==> config.mk <==
export PLATFORM = sky130hd
export DESIGN_NAME = if_fetch
export DESIGN_NICKNAME = d
export VERILOG_FILES = /design/src/rtl/if_fetch.sv
export SDC_FILE = /design/constraint.sdc
export NUM_CORES = 1
export LEC_CHECK = 0
export ABC_AREA = 1
export CAP_MARGIN = 20
export CELL_PAD_IN_SITES_DETAIL_PLACEMENT = 0
export CELL_PAD_IN_SITES_GLOBAL_PLACEMENT = 2
export CORE_ASPECT_RATIO = 1.5
export CORE_UTILIZATION = 27
export DETAILED_ROUTE_END_ITERATION = 16
export MAX_ROUTING_LAYER = met4
export PLACE_DENSITY_LB_ADDON = 0.3
export SYNTH_ARGS = -nofsm -noshare
export SYNTH_HDL_FRONTEND = slang
export SYNTH_SLANG_ARGS = --single-unit
export TNS_END_PERCENT = 10
==> constraint.sdc <==
create_clock -name clk -period 3.44 [get_ports clk]
set_input_delay 0.516 -clock clk [delete_from_list [all_inputs] [get_ports clk]]
set_output_delay 0.516 -clock clk [all_outputs]
set_load 0.02 [all_outputs]
==> src/rtl/if_fetch.sv <==
// Instruction-fetch stage: in-order imem request/grant, DEPTH-entry return queue,
// valid/ready presentation to decode, and jump flush with stale-return dropping.
module if_fetch #(
  parameter int DEPTH = 2
) (
  input  logic        clk,
  input  logic        rst,
  input  logic [31:0] pc_i,
  input  logic        jump_en_i,
  output logic        pc_hold_o,
  output logic        imem_req_o,
  output logic [31:0] imem_addr_o,
  input  logic        imem_gnt_i,
  input  logic        imem_rvalid_i,
  input  logic [31:0] imem_rdata_i,
  output logic        id_valid_o,
  input  logic        id_ready_i,
  output logic [31:0] id_pc_o,
  output logic [31:0] id_inst_o
);
  localparam int PW = (DEPTH > 1) ? $clog2(DEPTH) : 1;
  localparam int CW = $clog2(DEPTH + 1);
  localparam logic [CW:0] DEPTH_W = (CW+1)'(DEPTH);

  typedef struct packed {
    logic [31:0] pc;
    logic [31:0] inst;
  } entry_t;

  entry_t [DEPTH-1:0] ent_q, ent_d;
  logic [DEPTH-1:0]   filled_q, filled_d;
  logic [PW-1:0]      alloc_q, alloc_d, fill_q, fill_d, head_q, head_d;
  logic [CW-1:0]      count_q, count_d, unfilled_q, unfilled_d, drop_cnt_q, drop_cnt_d;
  logic               accept, fill, pop, credit;

  function automatic logic [PW-1:0] inc(input logic [PW-1:0] p);
    return (p == PW'(DEPTH - 1)) ? '0 : p + PW'(1);
  endfunction

  // Credit counts both live unfilled slots and returns still owed from before a flush.
  assign credit      = ({1'b0, drop_cnt_q} + {1'b0, unfilled_q}) < DEPTH_W;
  assign imem_req_o  = !rst && !jump_en_i && ({1'b0, count_q} < DEPTH_W) && credit;
  assign imem_addr_o = pc_i;
  assign accept      = imem_req_o && imem_gnt_i;
  assign pc_hold_o   = !accept;
  assign fill        = imem_rvalid_i && (drop_cnt_q == '0) && (unfilled_q != '0);

  assign id_valid_o  = !rst && (count_q != '0) && filled_q[head_q] && !jump_en_i;
  assign id_pc_o     = rst ? '0 : ent_q[head_q].pc;
  assign id_inst_o   = rst ? '0 : ent_q[head_q].inst;
  assign pop         = id_valid_o && id_ready_i;

  always_comb begin
    ent_d      = ent_q;
    filled_d   = filled_q;
    alloc_d    = alloc_q;
    fill_d     = fill_q;
    head_d     = head_q;
    count_d    = count_q;
    unfilled_d = unfilled_q;
    drop_cnt_d = drop_cnt_q;
    if (jump_en_i) begin
      filled_d   = '0;
      alloc_d    = '0;
      fill_d     = '0;
      head_d     = '0;
      count_d    = '0;
      unfilled_d = '0;
      // A return arriving in the flush cycle is already gone; a stray one is ignored.
      drop_cnt_d = drop_cnt_q + unfilled_q
                 - CW'(imem_rvalid_i && (drop_cnt_q != '0 || unfilled_q != '0));
    end else begin
      if (accept) begin
        ent_d[alloc_q].pc = pc_i;
        filled_d[alloc_q] = 1'b0;
        alloc_d           = inc(alloc_q);
      end
      if (imem_rvalid_i && drop_cnt_q != '0)
        drop_cnt_d = drop_cnt_q - CW'(1);
      if (fill) begin
        ent_d[fill_q].inst = imem_rdata_i;
        filled_d[fill_q]   = 1'b1;
        fill_d             = inc(fill_q);
      end
      if (pop) begin
        filled_d[head_q] = 1'b0;
        head_d           = inc(head_q);
      end
      count_d    = count_q + CW'(accept) - CW'(pop);
      unfilled_d = unfilled_q + CW'(accept) - CW'(fill);
    end
  end

  always_ff @(posedge clk) begin
    if (rst) begin
      ent_q      <= '0;
      filled_q   <= '0;
      alloc_q    <= '0;
      fill_q     <= '0;
      head_q     <= '0;
      count_q    <= '0;
      unfilled_q <= '0;
      drop_cnt_q <= '0;
    end else begin
      ent_q      <= ent_d;
      filled_q   <= filled_d;
      alloc_q    <= alloc_d;
      fill_q     <= fill_d;
      head_q     <= head_d;
      count_q    <= count_d;
      unfilled_q <= unfilled_d;
      drop_cnt_q <= drop_cnt_d;
    end
  end

  ap_no_stray_rvalid: assert property (@(posedge clk) disable iff (rst)
    !(imem_rvalid_i && drop_cnt_q == '0 && unfilled_q == '0));

endmodule

After elaboration in Yosys (flattened, before gate mapping). Index checks and enable logic that the tools add are counted.

Bits in registers: 139. Output and inout port bits: 99.

Add/subtract/negate cells: 11. $lt $le $gt $ge: 8. Mux-type cells: 31. Bitwise logic cells: 5. Reduce and logical (&&, ||, !) cells: 25.

Operator list (count): 2-to-1 mux 128 bit (3); bitwise mux 128 bit (2); 2-to-1 mux 64 bit (3); demux 64 bit (select 1 bit) (2); 2-to-1 mux 32 bit (3); logical AND 1 bit (15); 2-to-1 mux 2 bit (7); 2-to-1 mux 1 bit (8); nonzero test 2 bit (4); less-than comparator 1 x 2 -> 1 bit (second input constant) (3); subtractor 2 x 1 -> 2 bit (3); adder 2 x 1 -> 2 bit (2); AND 2 bit (2); inverter 2 bit (2); adder 1 bit (second input constant) (3); adder 2 x 2 -> 3 bit (1); demux 1 bit (select 1 bit) (3); >= comparator 1 bit (second input constant) (3); zero test 1 bit (3); less-than comparator 3 x 2 -> 1 bit (second input constant) (1); adder 2 bit (1); zero test 2 bit (1); less-than comparator 2 bit (second input constant) (1); OR 2 bit (1); other kinds (3) (3).

Longest topological paths before layout. Gate-level depths: netlist (run 1).

Word-level depth: 13. Gate-level depth with buffers: 14. Mapped depth without buffers: 13.

Worst setup path after synthesis (run 1). Ideal clock, no wire load.

Path kind: register to register. Start point: reg unfilled_q[0]. End point: reg count_q[1]. Arrival time: 2.587 ns. Required time: 3.370 ns. Setup slack: 0.783 ns. Stages on the path, launching flop included: 15. Clock period less this slack: 2.657 ns. Path through: dfxtp_1 nand2_1 inv_1 fa_1 nor2_1 nand2_1 nor2_8 buf_4 nand2_1 ha_1 inv_1 ha_1 xnor2_1 or2_2 a21oi_1.

Cells in the longest elaborated chain, start to end: 6.

RTL lines: start: declaration (line 33) `logic [CW-1:0] count_q, count_d, unfilled_q, unfilled_d, drop_cnt_q, drop_cnt_d;`; start signal: assignment (line 111) `unfilled_q <= unfilled_d;`; adder 2 x 2 -> 3 bit (line 41) `assign credit = ({1'b0, drop_cnt_q} + {1'b0, unfilled_q}) < DEPTH_W;`; less-than comparator 3 x 2 -> 1 bit (line 41); logical AND 1 bit (line 42) `assign imem_req_o = !rst && !jump_en_i && ({1'b0, count_q} < DEPTH_W) && credit;`; logical AND 1 bit (line 44) `assign accept = imem_req_o && imem_gnt_i;`; adder 2 x 1 -> 2 bit (line 89) `count_d = count_q + CW'(accept) - CW'(pop);`; subtractor 2 x 1 -> 2 bit (line 89); end signal: assignment (line 110) `count_q <= count_d;`; end: declaration (line 33).

No other way between the ends. A chain may end at the register's enable or synchronous reset.

Worst setup path in the final report (run 1).
Start point: reg unfilled_q[0]. End point: out pc_hold_o.

Cells in the longest elaborated chain, start to end: 5.

RTL lines: adder 2 x 2 -> 3 bit (line 41); less-than comparator 3 x 2 -> 1 bit (line 41); logical AND 1 bit (line 42); logical AND 1 bit (line 44); zero test 1 bit (line 45) `assign pc_hold_o = !accept;`; end: declaration (line 10) `output logic pc_hold_o,`.

No other way between the ends.

==> flow_summary.yaml, run 1 <==
run_status:
  outcome: "completed"
logic_synthesis:
  yosysWarnings: 0
  syn_nets: 1124
  seq_area_frac_synth_pct: 39.6
  synth_cell_types: 29
  syn-instance-count: 1045
  synth_area_sq_um: 7020
  async_reset_ff_share_pct: 0
  syn_area_per_cell_sq_um: 6.72
  post_synth_most_frequent_cells: "nor2_1, nand2_1, dfxtp_1"
  yosys.area.top_type: "dfxtp_1"
  synth_seq_cells: 139
  synth.top_cell.area_share_pct: 39.6
  synth_edf_count: 0
  synth.most_common_cell: "nor2_1"
  yosys-top-cells-area: "dfxtp_1, nor2_1, nand2_1"
  ys.flop_type: "dfxtp_1"
clock_tree:
  clockBufferDepth: 2
  clkTransAtPathRegs_ns: 0.06
  postCtsSetupBuffers: 0
  cts_resized: 0
  cts_hold_buf: 0
  cts.htree.levels: 4
  numCtsBuffers: 17
  tritoncts: "built"
  clk_latency_ns: 0.43
  clock_sinks: 139
  cts_root_buffer: "clkbuf_16"
critical_path:
  rr_worst_depth: 13
  crit_end: "pc_hold_o"
  slowest_stage: "clkdlybuf4s50_1"
  start_kind: "flop"
  worstPathArrival_ns: 2.61
  end_kind: "output port"
  crit_path_frequent_cell: "nand2_1"
  reg2reg_to: "count_q[1]"
  path_depth: 8
  rr_startpoint: "unfilled_q[0]"
  rrSetupSlack_ns: 0.75
  cp_cell_sequence: "nand2_1, inv_1, fa_1, nor2_1, nand2_1, nor2_8, nand2_1, clkdlybuf4s50_1"
  cpPeakStageDelay_ns: 0.60
  path_max_fanout: 17
  cpLargestDelayFamily: "simple AND/OR/NAND/NOR gates"
  cp-startpoint: "unfilled_q[0]"
  path_class: "reg2out"
  crit_buf_inv: 2
  required_ns: 2.92
routing:
  vias_per_cell: 4.58
  first_pass_iters: 4
  drt.antenna.violating_nets: 0
  drt_wl_total_microns: 21600
  drc: 0
  route.detailed.wl_per_inst_microns: 14.6
  drtIter0Drc: 306
  via_count: 6773
die:
  rows: 71
  die_w_microns: 134
  core_area_sq_um: 25300
  io_pins: 169
  initial_core_util_pct: 27.7
  fp.dieH_microns: 200
  die_area_sq_um: 26700
pwr:
  p_per_area_nw_per_um2: 457
  p_leak_nw: 4.04
  irDropWorstVdd_mv: 0.321
flow_run:
  maxCapViolCount: 0
cells_and_area:
  syn2layout_area_growth_pct: 33.0
  nets: 1218
  drive_above_1_share_pct: 5.73
  fin_cells: 1480
  n_antenna_cell: 0
sta:
  finalSetupViolations: 0
  fin_ws_ns: 0.318
  rsz0062_at_grt: "false"
  hold_viol_final: 0
  drv_slew: 0
  fin_crit_ns: 3.12
  setup_tns_ns: 0
  fin_crit_sh_pct: 90.8
  fin_skew_ns: 0.0114
  slew_headroom_pct: 51.2
  fmax_mhz: 320
  tightest_slew_ns: 0.732
global_route:
  grt_pass1_wl_microns: 34400
  antenna_found_initial: 0
  grt_max_degree: 65
  globalRouteOverflowTotal: 0
  track_usage_pct: 17.1
  first_global_vias: 6582
place:
  dpl.cell_count: 1448
  hpwlAfterDp_microns: 13600
  place_ws_ns: 0.465
  gp_congestion: 0.728
  port_buffers: 168
min_path:
  min_path_type: "reg2reg"
  min-delay-start: "ent_q[9]"
## per-layer routing
layer | wire [microns] | part of all wire [%] | track usage, % | vias to the layer above
met3 | 858 | 4.0 | 3.30 | 15
met4 | 289 | 1.3 | 6.06 | 0
met1 | 9330 | 43 | 18.4 | 3105
li1 | - | - | - | 3511
met5 | 0 | 0 | - | -
met2 | 11100 | 51 | 31.1 | 142
## sequential cells by signal (all words and copies together), names as in the netlist
name        flops
filled_q        2
count_q         2
fill_q          1
alloc_q         1
head_q          1
ent_q         128
drop_cnt_q      2
unfilled_q      2
## worst register-to-register path, stage by stage (launching register included)
cell	delay [ns]
dfxtp_1	0.40
nand2_1	0.08
inv_1	0.07
fa_1	0.40
nor2_1	0.09
nand2_1	0.14
nor2_8	0.25
nand2_1	0.16
ha_1	0.31
inv_1	0.04
ha_1	0.18
xnor2_1	0.13
or2_2	0.27
a21oi_1	0.11
## worst min path at each step
stage | depth (start not counted) | end | slack (ns)
5_1_grt | 2 | ent_q[31] | 0.47
3_5_place_dp | 2 | ent_q[28] | 0.45
3_3_place_gp | 2 | ent_q[48] | 0.44
4_1_cts | 2 | ent_q[28] | 0.46
2_1_floorplan | 2 | ent_q[33] | 0.43
6_report | 2 | ent_q[9] | 0.46
## layout make-up
class / count / area (sq um)
fillers: 2758 / 16000
multi-input cells: 708 / 3260
flip-flops and latches: 139 / 2790
repair buffers: 188 / 1880
clock buffers: 21 / 470
well taps: 328 / 410
inverters: 85 / 324
clock inverters: 11 / 214
## cells by family (layout without fill, tap and decap cells)
family                     after synthesis  count (layout)  share of synthesized area, %
buffers and inverters                  198             305                          14.0
AOI/OAI and AO/OA                      138             138                          9.87
xor gates and xnor gates                 5               5                         0.624
DFF                                    139             139                          39.6
and+or+nand+nor                        556             556                          34.2
adders and majority gates                9               9                          1.71
## through the flow
step / area, sq um / hold WS, ns / power [W] / util, %
final: 9340 / 0.457 / 0.00427 / 36.9
after global routing: 9340 / 0.474 / 0.00445 / 36.9
after CTS: 9340 / 0.459 / 0.00434 / 36.9
after detailed placement: 8650 / 0.449 / 0.00217 / 34.2
after global placement: 8650 / 0.443 / 0.00217 / 34.2
after floorplan: 7020 / 0.434 / 0.00198 / -
## placed cells by master, fill, tap and decap left out, types with 6 or more instances in the layout
cell type and instances:
a21oi_1 72, buf_4 16, bufinv_16 6, clkbuf_16 17, clkdlybuf4s50_1 167, dfxtp_1 138
ha_1 8, inv_1 79, nand2_1 180, nand4_1 98, nor2_1 263, o21ai_0 65
## power by group
group | internal, W | switching (W)
combinational | 0.000203 | 0.000267
sequential | 0.00164 | 0.0000180
clock | 0.00142 | 0.000721
total | 0.00326 | 0.00101
No activity file was read; power rests on OpenSTA's default activity.
==> inputs of run 2 (changes only) <==
--- a/config.mk
+++ b/config.mk
@@ -12,6 +12,7 @@
 export CORE_ASPECT_RATIO = 1.5
 export CORE_UTILIZATION = 27
 export DETAILED_ROUTE_END_ITERATION = 16
+export GPL_TIMING_DRIVEN = 0
 export MAX_ROUTING_LAYER = met4
 export PLACE_DENSITY_LB_ADDON = 0.3
 export SYNTH_ARGS = -nofsm -noshare
==> constraint.sdc (replaced) <==
create_clock -name clk -period 3.2 [get_ports clk]
set_input_delay 0.48 -clock clk [delete_from_list [all_inputs] [get_ports clk]]
set_output_delay 0.48 -clock clk [all_outputs]
set_load 0.02 [all_outputs]
==> flow_summary.yaml, run 2 (same netlist as run 1, synthesis figures left out) <==
pwr:
  p_leak_nw: 4.28
  irDropWorstVdd_mv: 0.366
  p_per_area_nw_per_um2: 454
cells_and_area:
  final_common_cell: "nor2_1"
  nets: 1310
  final_cell_mix: "nor2_1, nand2_1, clkdlybuf4s50_1"
  stdcell_area_sq_um: 9710
  syn2layout_area_growth_pct: 38.3
  largest_register_ffs: 128
  regMostFlops: "ent_q"
  drive_above_1_share_pct: 9.00
  n_antenna_cell: 0
global_route:
  first_global_vias: 7234
  top_usage_layer: "met2"
  grt_pass1_wl_microns: 38400
  grtUsageMet1_pct: 20.0
  globalRouteMet3Util_pct: 4.19
  track_usage_pct: 19.3
  antenna_found_initial: 0
  globalRouteOverflowTotal: 0
  grt_max_degree: 17
  use_met2_pct: 35.6
place:
  postPlaceCellArea_sq_um: 9110
  place_ws_ns: 0.240
  gp_congestion: 0.784
  hpwlAfterDp_microns: 17400
  port_buffers: 167
sta:
  rsz0062_at_grt: "false"
  fin_crit_sh_pct: 93.5
  hold_viol_final: 0
  fmax_mhz: 334
  fin_ws_ns: 0.207
  drv_slew: 0
  fin_crit_ns: 2.99
  finalSetupViolations: 0
  slew_headroom_pct: 59.4
  fin_hold_ws_ns: 0.317
  fin_skew_ns: 0.00978
  tightest_slew_ns: 0.609
  setup_tns_ns: 0
critical_path:
  start_kind: "flop"
  cpLargestDelayFamily: "buffers and inverters"
  worstPathArrival_ns: 2.51
  path_max_fanout: 10
  crit_buf_inv: 3
  path_class: "reg2out"
  end_kind: "output port"
  required_ns: 2.72
  cpPeakStageDelay_ns: 0.65
  cp_cell_sequence: "buf_2, clkbuf_1, o21ai_0, a21oi_1, clkdlybuf4s50_1"
  slowest_stage: "clkdlybuf4s50_1"
routing:
  drc: 0
  route.detailed.wl_per_inst_microns: 15.2
  vias_per_cell: 4.52
  drt_wl_total_microns: 23900
  via_count: 7108
  drt.antenna.violating_nets: 0
  drtIter0Drc: 282
  first_pass_iters: 6
die:
  fp.dieH_microns: 200
  core_area_sq_um: 25300
  die_area_sq_um: 26700
  initial_core_util_pct: 27.7
  die_w_microns: 134
  io_pins: 169
  rows: 71
flow_run:
  maxCapViolCount: 0
clock_tree:
  cts.htree.levels: 4
  postCtsSetupBuffers: 0
  cts_root_buffer: "clkbuf_16"
  tritoncts: "built"
  clockBufferDepth: 2
  cts_resized: 3
  numCtsBuffers: 17
  clk_latency_ns: 0.43
  cts_hold_buf: 0
  clock_sinks: 139
  clkTransAtPathRegs_ns: 0.06
min_path:
  min_path_type: "in2reg"
run_status:
  outcome: "completed"
==> run 2: cell types whose count changed in the layout (fill, tap and decap cells not counted), moves of 2 or more <==
| cell | change |
|---|---|
| buf_1 | +7 |
| buf_12 | -4 |
| buf_2 | +17 |
| buf_4 | +21 |
| buf_6 | +10 |
| bufinv_16 | -3 |
| clkbuf_1 | +38 |
| clkbuf_2 | +3 |
| clkdlybuf4s50_1 | -2 |
| clkinv_2 | +3 |
==> run 2: report_power, final <==
part | total [W] | switching (W) | internal, W | leakage (nW)
sequential | 0.00178 | 0.0000176 | 0.00177 | 1.12
combinational | 0.000564 | 0.000312 | 0.000252 | 2.86
clock | 0.00206 | 0.000797 | 0.00126 | 0.292
==> run 2: worst register-to-register path: cells and delay by family, from the launching register on <==
family	cells	cell delay, ns
AO/OA/AOI/OAI	1	0.12
XOR/XNOR	1	0.13
adder cells (fa/ha/maj)	3	0.92
buffers and inverters	3	0.32
flip-flops	1	0.40
AND/OR/NAND/NOR	6	0.88
==> run 2: per-layer routing <==
layer / share of wire, % / up-vias / wire length [microns]
li1: - / 3700 / -
met5: 0 / - / 0
met4: 2.4 / 0 / 570
met2: 53 / 167 / 12600
met1: 41 / 3206 / 9720
met3: 4.4 / 35 / 1050
==> run 2: stage by stage <==
step	util (%)	power, W	cells
after floorplan	-	0.00213	1045
after global placement	36.0	0.00239	1540
after detailed placement	36.0	0.00239	1540
after CTS	38.4	0.00447	1572
after global routing	38.4	0.00460	1572
final	38.4	0.00441	1572
==> run 2: area by class of cell <==
class / count / area, sq um
fillers: 2832 / 15600
multi-input cells: 708 / 3260
flip-flops and latches: 139 / 2780
repair buffers: 167 / 1670
plain buffers: 113 / 664
clock buffers: 20 / 457
well taps: 328 / 410
inverters: 85 / 324
clock inverters: 12 / 146
==> run 2: path summary, 6_finish.rpt <==
kind                      start             to  slack, ns  cells after the start
setup reg to reg  unfilled_q[0]     count_q[1]       0.36                     14
hold / removal              rst      ent_q[31]       0.32                      2
setup / recovery         head_q  id_inst_o[29]       0.21                      5
hold reg to reg        ent_q[3]       ent_q[3]       0.46                      2
